$ cat src/rtl/buzzer_ctl_mc.sv
// buzzer_ctl_mc: multi-channel square-wave tone generator.
//
// Each channel counts half-periods of (div_act + 1) cycles and toggles its
// amplitude at every boundary. The divisor and the mute request are latched only
// at a boundary, or while the channel is idle. This keeps every half-period whole
// when the inputs change, so a tone never produces a short pulse.
//
// Ports:
//   clk        system clock
//   rst        asynchronous active-high reset
//   en         global enable; when low, all state and outputs hold and tick stays 0
//   note_div   per-channel divisor, channel i at [i*CNT_W +: CNT_W]; 0 = silent
//   vol_pos    sample emitted while the amplitude is high (shared by all channels)
//   vol_neg    sample emitted while the amplitude is low (shared by all channels)
//   mute       per-channel mute request
//   audio_out  per-channel registered sample, channel i at [i*VOL_W +: VOL_W]
//   tick       per-channel registered pulse on each low->high amplitude edge
module buzzer_ctl_mc #(
  parameter int NCH   = 2,
  parameter int CNT_W = 22,
  parameter int VOL_W = 16
) (
  input  logic                 clk,
  input  logic                 rst,
  input  logic                 en,
  input  logic [NCH*CNT_W-1:0] note_div,
  input  logic [VOL_W-1:0]     vol_pos,
  input  logic [VOL_W-1:0]     vol_neg,
  input  logic [NCH-1:0]       mute,
  output logic [NCH*VOL_W-1:0] audio_out,
  output logic [NCH-1:0]       tick
);

  for (genvar i = 0; i < NCH; i++) begin : g_ch
    logic [CNT_W-1:0] cnt_q, cnt_d;
    logic [CNT_W-1:0] div_q, div_d;
    logic             ampli_q, ampli_d;
    logic             mute_q, mute_d;
    logic             tick_q, tick_d;
    logic [VOL_W-1:0] audio_q, audio_d;
    logic [CNT_W-1:0] div_in;

    assign div_in = note_div[i*CNT_W +: CNT_W];

    always_comb begin
      cnt_d   = cnt_q;
      div_d   = div_q;
      ampli_d = ampli_q;
      mute_d  = mute_q;
      tick_d  = 1'b0;
      audio_d = audio_q;
      if (en) begin
        // The output follows the state held before this edge, which gives one cycle of latency.
        if (div_q == '0 || mute_q) begin
          audio_d = '0;
        end else begin
          audio_d = ampli_q ? vol_pos : vol_neg;
        end

        if (div_q == '0) begin
          // Idle: restart from low amplitude and accept new settings right away.
          cnt_d   = '0;
          ampli_d = 1'b0;
          div_d   = div_in;
          mute_d  = mute[i];
        end else if (cnt_q >= div_q) begin
          cnt_d   = '0;
          ampli_d = ~ampli_q;
          div_d   = div_in;
          mute_d  = mute[i];
          tick_d  = ~ampli_q;
        end else begin
          cnt_d = cnt_q + 1'b1;
        end
      end
    end

    always_ff @(posedge clk or posedge rst) begin
      if (rst) begin
        cnt_q   <= '0;
        div_q   <= '0;
        ampli_q <= 1'b0;
        mute_q  <= 1'b1;
        tick_q  <= 1'b0;
        audio_q <= '0;
      end else begin
        cnt_q   <= cnt_d;
        div_q   <= div_d;
        ampli_q <= ampli_d;
        mute_q  <= mute_d;
        tick_q  <= tick_d;
        audio_q <= audio_d;
      end
    end

    assign audio_out[i*VOL_W +: VOL_W] = audio_q;
    assign tick[i]                     = tick_q;
  end

endmodule

$ cat config.mk
export PLATFORM = sky130hd
export DESIGN_NAME = buzzer_ctl_mc
export DESIGN_NICKNAME = d
export VERILOG_FILES = /design/src/rtl/buzzer_ctl_mc.sv
export SDC_FILE = /design/constraint.sdc
export NUM_CORES = 1
export LEC_CHECK = 0
export ABC_AREA = 1
export CORE_MARGIN = 2
export CORE_UTILIZATION = 30
export CTS_CLUSTER_SIZE = 16
export DETAILED_ROUTE_END_ITERATION = 7
export PLACE_DENSITY_LB_ADDON = 0.3
export RECOVER_POWER = 50
export SLEW_MARGIN = 20
export SYNTH_ARGS = -nofsm -noshare
export SYNTH_HDL_FRONTEND = slang
export SYNTH_SLANG_ARGS = --single-unit
export TNS_END_PERCENT = 30
$ cat constraint.sdc
create_clock -name clk -period 8.98 [get_ports clk]
set_input_delay 2.245 -clock clk [delete_from_list [all_inputs] [get_ports clk]]
set_output_delay 2.245 -clock clk [all_outputs]
set_load 0.02 [all_outputs]
==> results.toml, run 1 <==
[clock_network]
cts_resized = 0
clock-root-buffer = "clkbuf_16"
clk_pin_slew_worst_paths_ns = 0.06
h_tree_depth = 4
tritoncts = "built"
clock_sinks = 126
postCtsSetupBuffers = 0
cts-hold-fix-buffers = 0
clock_latency_ns = 0.42
numCtsBuffers = 17
cts-root-to-sink-buffers = 2

[cells_and_area]
nNetsFinal = 1196
utilization = 0.386
area_growth_syn_to_layout_pct = 27.0
layout-drive-gt1-share = 0.0444
n_antenna_cell = 0
finalNonFillerCells = 1406

[logic_synthesis]
synth_edf_count = 0
postSynth.topFlopCell = "dfrtp_1"
synth_adder_area_share = 0.0781
netlist_top_cells_area = "dfrtp_1, nand2_1, ha_1, inv_1, nand3_1"
proportion_of_synthesized_chip_area_in_sequential_cells = 0.428
synth_top_cells_by_count = "nand2_1, dfrtp_1, inv_1, nor2_1, nand3_1"
synth_xor_area_frac = 0.0356
synth_compound_gate_area_share = 0.0951
synth.area.mux_share = 0
synthesized_area_per_cell_um2 = 7.58
ys_ff_latch = 126
netlist_area_um2 = 7370
synthesized_netlist_net_count = 1100
netlist.area_leader.share = 0.421
synth.distinct_cells = 32
yosys_warnings = 0
largest_family_of_logic_cells_by_synthesized_area = "simple AND/OR/NAND/NOR gates"
post-synth-top-count-cell = "nand2_1"
synth_cells = 973
synth_simple_gate_area_frac = 0.274
ys_async_sr_fraction = 1.00
synth_top_area_cell = "dfrtp_1"

[worst_setup_path]
endpoint_kind = "flip-flop"
reg2reg_setup_slack_ns = 5.50
arrival_ns = 5.94
critPathMaxFanout = 83
worst-setup-path-type = "in2reg"
cp.required_ns = 9.26
startpoint_class_of_the_critical_path = "input pin"

[global_route]
grt_start_max_net_pins = 84
grt_remaining_overflow = 0
number_of_global_route_vias_before_repair = 6416
global_route_wire_length_before_repair_um = 32000
grt_use_total = 0.154
grt_antenna_before_repair = 0

[route]
drt-pass1-iter-count = 4
detail_route.drc_violations = 0
average_via_count_per_standard_cell = 4.56
drtIter0Drc = 451
totalWireLength_um = 18800
vias = 6407
routedWlPerCell_um = 13.4
antenna_violating_nets_post_route = 0

[sta]
report.final.setup_viol = 0
worst_clock_skew_ns = 0.0101
slew_headroom = -1.26
hold_violations = 0
post-route-min-period_ns = 5.66
holdWs_ns = 0.466
rsz_0062_raised_after_global_routing = "false"
slew_of_the_pin_with_the_lowest_slew_margin_ns = 3.37
timing.fmax_ghz = 0.177
min_period_over_period = 0.630
final_max_slew_viol_count = 155
fin_setup_tns_ns = 0

[placement]
portBuffers = 114
placed_cells_incl_taps = 1374
sum_of_net_half_perimeters_after_detailed_placement_um = 13100
routabilityCongestion = 0.801

[die]
num_rows = 57
die_w_um = 161
ios = 115
die_area_um2 = 25800
core_area_um2 = 24200
initial_core_util = 0.304
die_height_um = 161

[outcome]
outcome = "finished, violations left"
violations_in_the_final_reports = "max-capacitance violations, max-slew violations"

[power]
largest_vdd_supply_drop_v = 0.000113
power_density_nw_per_um2 = 290
power.static_leakage_nw = 4.60
post-layout-total-power_w = 0.00271

[hold_path]
hp-class = "reg2reg"

[flow_run]
maxCapViolCount = 2
-- path summary, 6_finish.rpt --
kind / to / startpoint / cells past startpoint
worst max register to register: g_ch[0].cnt_q[2]$_DFFE_PP0P_ / g_ch[0].cnt_q[15]$_DFFE_PP0P_ / 12
worst max-delay path: g_ch[0].cnt_q[5]$_DFFE_PP0P_ / en / 7
worst min-delay path: g_ch[1].mute_q$_DFFE_PP1P_ / g_ch[1].mute_q$_DFFE_PP1P_ / 2
max in group asynchronous: g_ch[1].audio_q[15]$_DFFE_PP0P_ / rst / 3
min in group asynchronous: g_ch[0].cnt_q[9]$_DFFE_PP0P_ / rst / 2
worst min register to register: g_ch[1].mute_q$_DFFE_PP1P_ / g_ch[1].mute_q$_DFFE_PP1P_ / 2
-- cells in the final DEF (no fill, tap or decap), drive strengths merged, types with 2 or more instances in the layout --
cell             n
dfrtp          124
o22ai            2
nor3             9
o21bai           2
clkinv           4
xor2            18
o21ai           70
dfstp            2
nand3           76
buf              4
nor2            88
clkdlybuf4s50  104
bufinv           5
nand3b           3
clkbuf          20
ha              46
clkinvlp         5
inv            119
dlygate4sd3      9
nand4           19
a21oi           60
nand2          276
a21o             3
xnor2           12
-- sequential cells by signal, indices dropped and copies added, names as in the netlist --
signal        cells
g_ch.audio_q     32
g_ch.tick_q       2
g_ch.ampli_q      2
g_ch.cnt_q       44
g_ch.div_q       44
g_ch.mute_q       2
-- power by group --
group          internal [W]  switching, W  leakage, nW
logic              0.000394      0.000590         2.67
registers          0.000772      0.000191         1.63
clock network      0.000494      0.000271        0.300
total               0.00166       0.00105         4.60
-- metrics by stage --
stage | area (um2) | worst slack (ns)
global placement | 8740 | 4.73
floorplan | 7370 | 3.38
finish | 9360 | 3.32
detailed placement | 8740 | 4.73
CTS | 9390 | 5.16
global route | 9360 | 2.96
-- per-layer routing --
layer  vias up  part of all wire  GRT usage
met5         -                 0          0
met4         0             0.021     0.0556
met3        26             0.034     0.0292
met2       117              0.47      0.252
met1      2965              0.47      0.203
li1       3299                 -          -
-- logic make-up (layout without fill, tap and decap cells) --
| group | Yosys count | in the layout |
|---|---|---|
| adder cells (fa/ha/maj) | 46 | 46 |
| AO/OA/AOI/OAI | 137 | 137 |
| XOR/XNOR | 30 | 30 |
| flip-flops | 126 | 126 |
| buffers and inverters | 161 | 270 |
| AND/OR/NAND/NOR | 473 | 473 |
-- final cells by class --
cell class                 count  area, um2
fill                        2550      14900
multi-input combinational    686       3540
sequential                   126       3160
timing repair buffer         118       1160
inverter                     120        452
clock buffer                  19        433
tap                          324        405
clock inverter                13        215
-- critical path, cell delays in order --
cell	delay [ns]
buf_2	0.09
buf_4	0.37
inv_1	0.17
clkbuf_1	2.39
nor3_1	0.26
xnor2_1	0.30
nor2_1	0.07
Note: power is estimated with default switching activity, not from simulation.
==> inputs of run 2 (changes only) <==
==> constraint.sdc (replaced) <==
create_clock -name clk -period 4.6 [get_ports clk]
set_input_delay 1.15 -clock clk [delete_from_list [all_inputs] [get_ports clk]]
set_output_delay 1.15 -clock clk [all_outputs]
set_load 0.02 [all_outputs]
==> run 2 against run 1 <==
- the flow still finishes with violations (max-capacitance violations, max-slew violations)
- routed wire length down 1.0%
- clock power up 69%
- final cell count up 0.21%
- global-route usage down 0.051 points
- combinational power up 95%
- sequential cell count unchanged
- register-to-register slack worse by 3.6 ns
- largest power group unchanged
- setup slack worse by 2.1 ns
- critical endpoint is now g_ch[1].cnt_q[12]$_DFFE_PP0P_
- highest routed layer unchanged
- largest cell class unchanged
- sequential power up 95%
- count of clock-buffer cells in the layout down 2
- hold slack worse by 0.0057 ns
==> results.toml, run 2 (synthesis results as in run 1) <==
[flow_run]
maxCapViolCount = 1

[sta]
timing.fmax_ghz = 0.301
post-route-min-period_ns = 3.33
final_max_slew_viol_count = 28
rsz_0062_raised_after_global_routing = "false"
hold_violations = 0
fin_setup_tns_ns = 0
slew_headroom = -0.0711
report.final.setup_viol = 0
worst_clock_skew_ns = 0.0127
worst_slack_ns = 1.27
min_period_over_period = 0.723
slew_of_the_pin_with_the_lowest_slew_margin_ns = 1.61

[cells_and_area]
num-fill-cells = 2560
layout_commonest_cell = "nand2_1"
multi_input_area_um2 = 3560
nNetsFinal = 1199
layout-drive-gt1-share = 0.0479
commonest_non_fill_non_tap_cells_in_the_layout = "nand2_1, dfrtp_1, inv_1, clkdlybuf4s50_1, nor2_1"
layout.area.seq_um2 = 3160
area_growth_syn_to_layout_pct = 26.5
layout_top_registers = "g_ch.cnt_q (44), g_ch.div_q (44), g_ch.audio_q (32)"
n_antenna_cell = 0

[worst_setup_path]
cell_family_with_the_largest_share_of_critical_path_delay = "buffers and inverters"
startpoint_class_of_the_critical_path = "input pin"
r2r_end = "g_ch[0].cnt_q[8]$_DFFE_PP0P_"
critPathBufInv = 3
r2r_start = "g_ch[0].cnt_q[5]$_DFFE_PP0P_"
arrival_ns = 3.56
worst-setup-path-type = "in2reg"
critPathSlowestCell = "clkbuf_1"
endpoint_kind = "flip-flop"
timing.reg2reg.worst_path_depth = 11
crit_chain = "clkbuf_1 -> inv_1 -> buf_4 -> nor3_1 -> xnor2_1 -> a21oi_1"
reg2reg_setup_slack_ns = 1.95
cp.required_ns = 4.83
critPathMaxFanout = 77
crit_path_max_incr_delay_ns = 1.13

[global_route]
grt_use_total = 0.153
global_route_wire_length_before_repair_um = 31900
number_of_global_route_vias_before_repair = 6247
grt_antenna_before_repair = 0
grt_start_max_net_pins = 78
grt_remaining_overflow = 0

[route]
totalWireLength_um = 18700
drt-pass1-iter-count = 5
detail_route.drc_violations = 0
drtIter0Drc = 432
vias = 6354
routedWlPerCell_um = 13.2
antenna_violating_nets_post_route = 0
average_via_count_per_standard_cell = 4.51

[clock_network]
clock-root-buffer = "clkbuf_16"
h_tree_depth = 4
numCtsBuffers = 17
clock_sinks = 126
cts_resized = 0
cts-root-to-sink-buffers = 2
tritoncts = "built"
cts-hold-fix-buffers = 0
clock_latency_ns = 0.42
clk_pin_slew_worst_paths_ns = 0.06
postCtsSetupBuffers = 0

[die]
die_area_um2 = 25800
die_w_um = 161
initial_core_util = 0.304
num_rows = 57
ios = 115
core_area_um2 = 24200
die_height_um = 161

[hold_path]
hp-class = "reg2reg"
hold_path_end = "g_ch[1].mute_q$_DFFE_PP1P_"
min_path_cells = 2
hold_path.startpoint = "g_ch[1].mute_q$_DFFE_PP1P_"

[placement]
dpl_worst_slack_ns = 1.66
sum_of_net_half_perimeters_after_detailed_placement_um = 13200
portBuffers = 114
routabilityCongestion = 0.841

[power]
largest_vdd_supply_drop_v = 0.000215
power.static_leakage_nw = 4.58
power_density_nw_per_um2 = 546

[outcome]
outcome = "finished, violations left"
violations_in_the_final_reports = "max-capacitance violations, max-slew violations"
## run 2: cell types whose count changed in the layout (fill, tap and decap cells not counted), sizes merged
cell / delta
bufinv: -4
clkbuf: +1
clkdlybuf4s50: +8
clkinv: +3
clkinvlp: -2
dlygate4sd3: -8
inv: +5
## run 2: worst reg2reg max path: cells and delay by family, from the launching register on
| kind | cells | cell delay, ns |
|---|---|---|
| AO/OA/AOI/OAI | 1 | 0.13 |
| buffers and inverters | 2 | 0.74 |
| adder cells (fa/ha/maj) | 1 | 0.32 |
| flip-flops | 1 | 0.44 |
| AND/OR/NAND/NOR | 7 | 0.90 |
## run 2: where the power goes
group / leakage, nW / switching [W] / internal (W)
clock network: 0.270 / 0.000543 / 0.000749
logic: 2.69 / 0.00114 / 0.000779
registers: 1.63 / 0.000371 / 0.00151
## run 2: worst max path at each step
stage	slack [ns]	start	to	cells past startpoint
after floorplan	0.1	rst	g_ch[0].ampli_q$_DFFE_PP0P_	1
after global routing	0.96	en	g_ch[1].cnt_q[12]$_DFFE_PP0P_	6
after global placement	1.67	en	g_ch[1].cnt_q[12]$_DFFE_PP0P_	6
after detailed placement	1.66	en	g_ch[1].cnt_q[20]$_DFFE_PP0P_	8
final	1.27	en	g_ch[1].cnt_q[12]$_DFFE_PP0P_	6
after CTS	1.93	g_ch[0].cnt_q[5]$_DFFE_PP0P_	g_ch[0].cnt_q[8]$_DFFE_PP0P_	11
## run 2: area by class of cell
type | count | share of cell area
clock buffer | 17 | 0.0456
timing repair buffer | 121 | 0.128
multi-input combinational | 686 | 0.381
sequential | 126 | 0.339
tap | 324 | 0.0435
clock inverter | 15 | 0.0148
inverter | 120 | 0.0486
## run 2: metal layers
metal | up-vias | share of wire | GRT usage
li1 | 3307 | - | -
met1 | 2921 | 0.48 | 0.203
met2 | 111 | 0.47 | 0.252
met3 | 15 | 0.032 | 0.0351
met4 | 0 | 0.013 | 0.0414
met5 | - | 0 | 0
## run 2: stage by stage
| stage | instance area, um2 | hold WS (ns) | std cells | power (W) | utilization |
|---|---|---|---|---|---|
| after floorplan | 7370 | 0.442 | 973 | 0.00313 | - |
| after global placement | 8770 | 0.455 | 1377 | 0.00380 | 0.362 |
| after detailed placement | 8770 | 0.455 | 1377 | 0.00385 | 0.362 |
| after CTS | 9340 | 0.464 | 1409 | 0.00517 | 0.385 |
| after global routing | 9320 | 0.486 | 1409 | 0.00556 | 0.384 |
| final | 9320 | 0.460 | 1409 | 0.00509 | 0.384 |
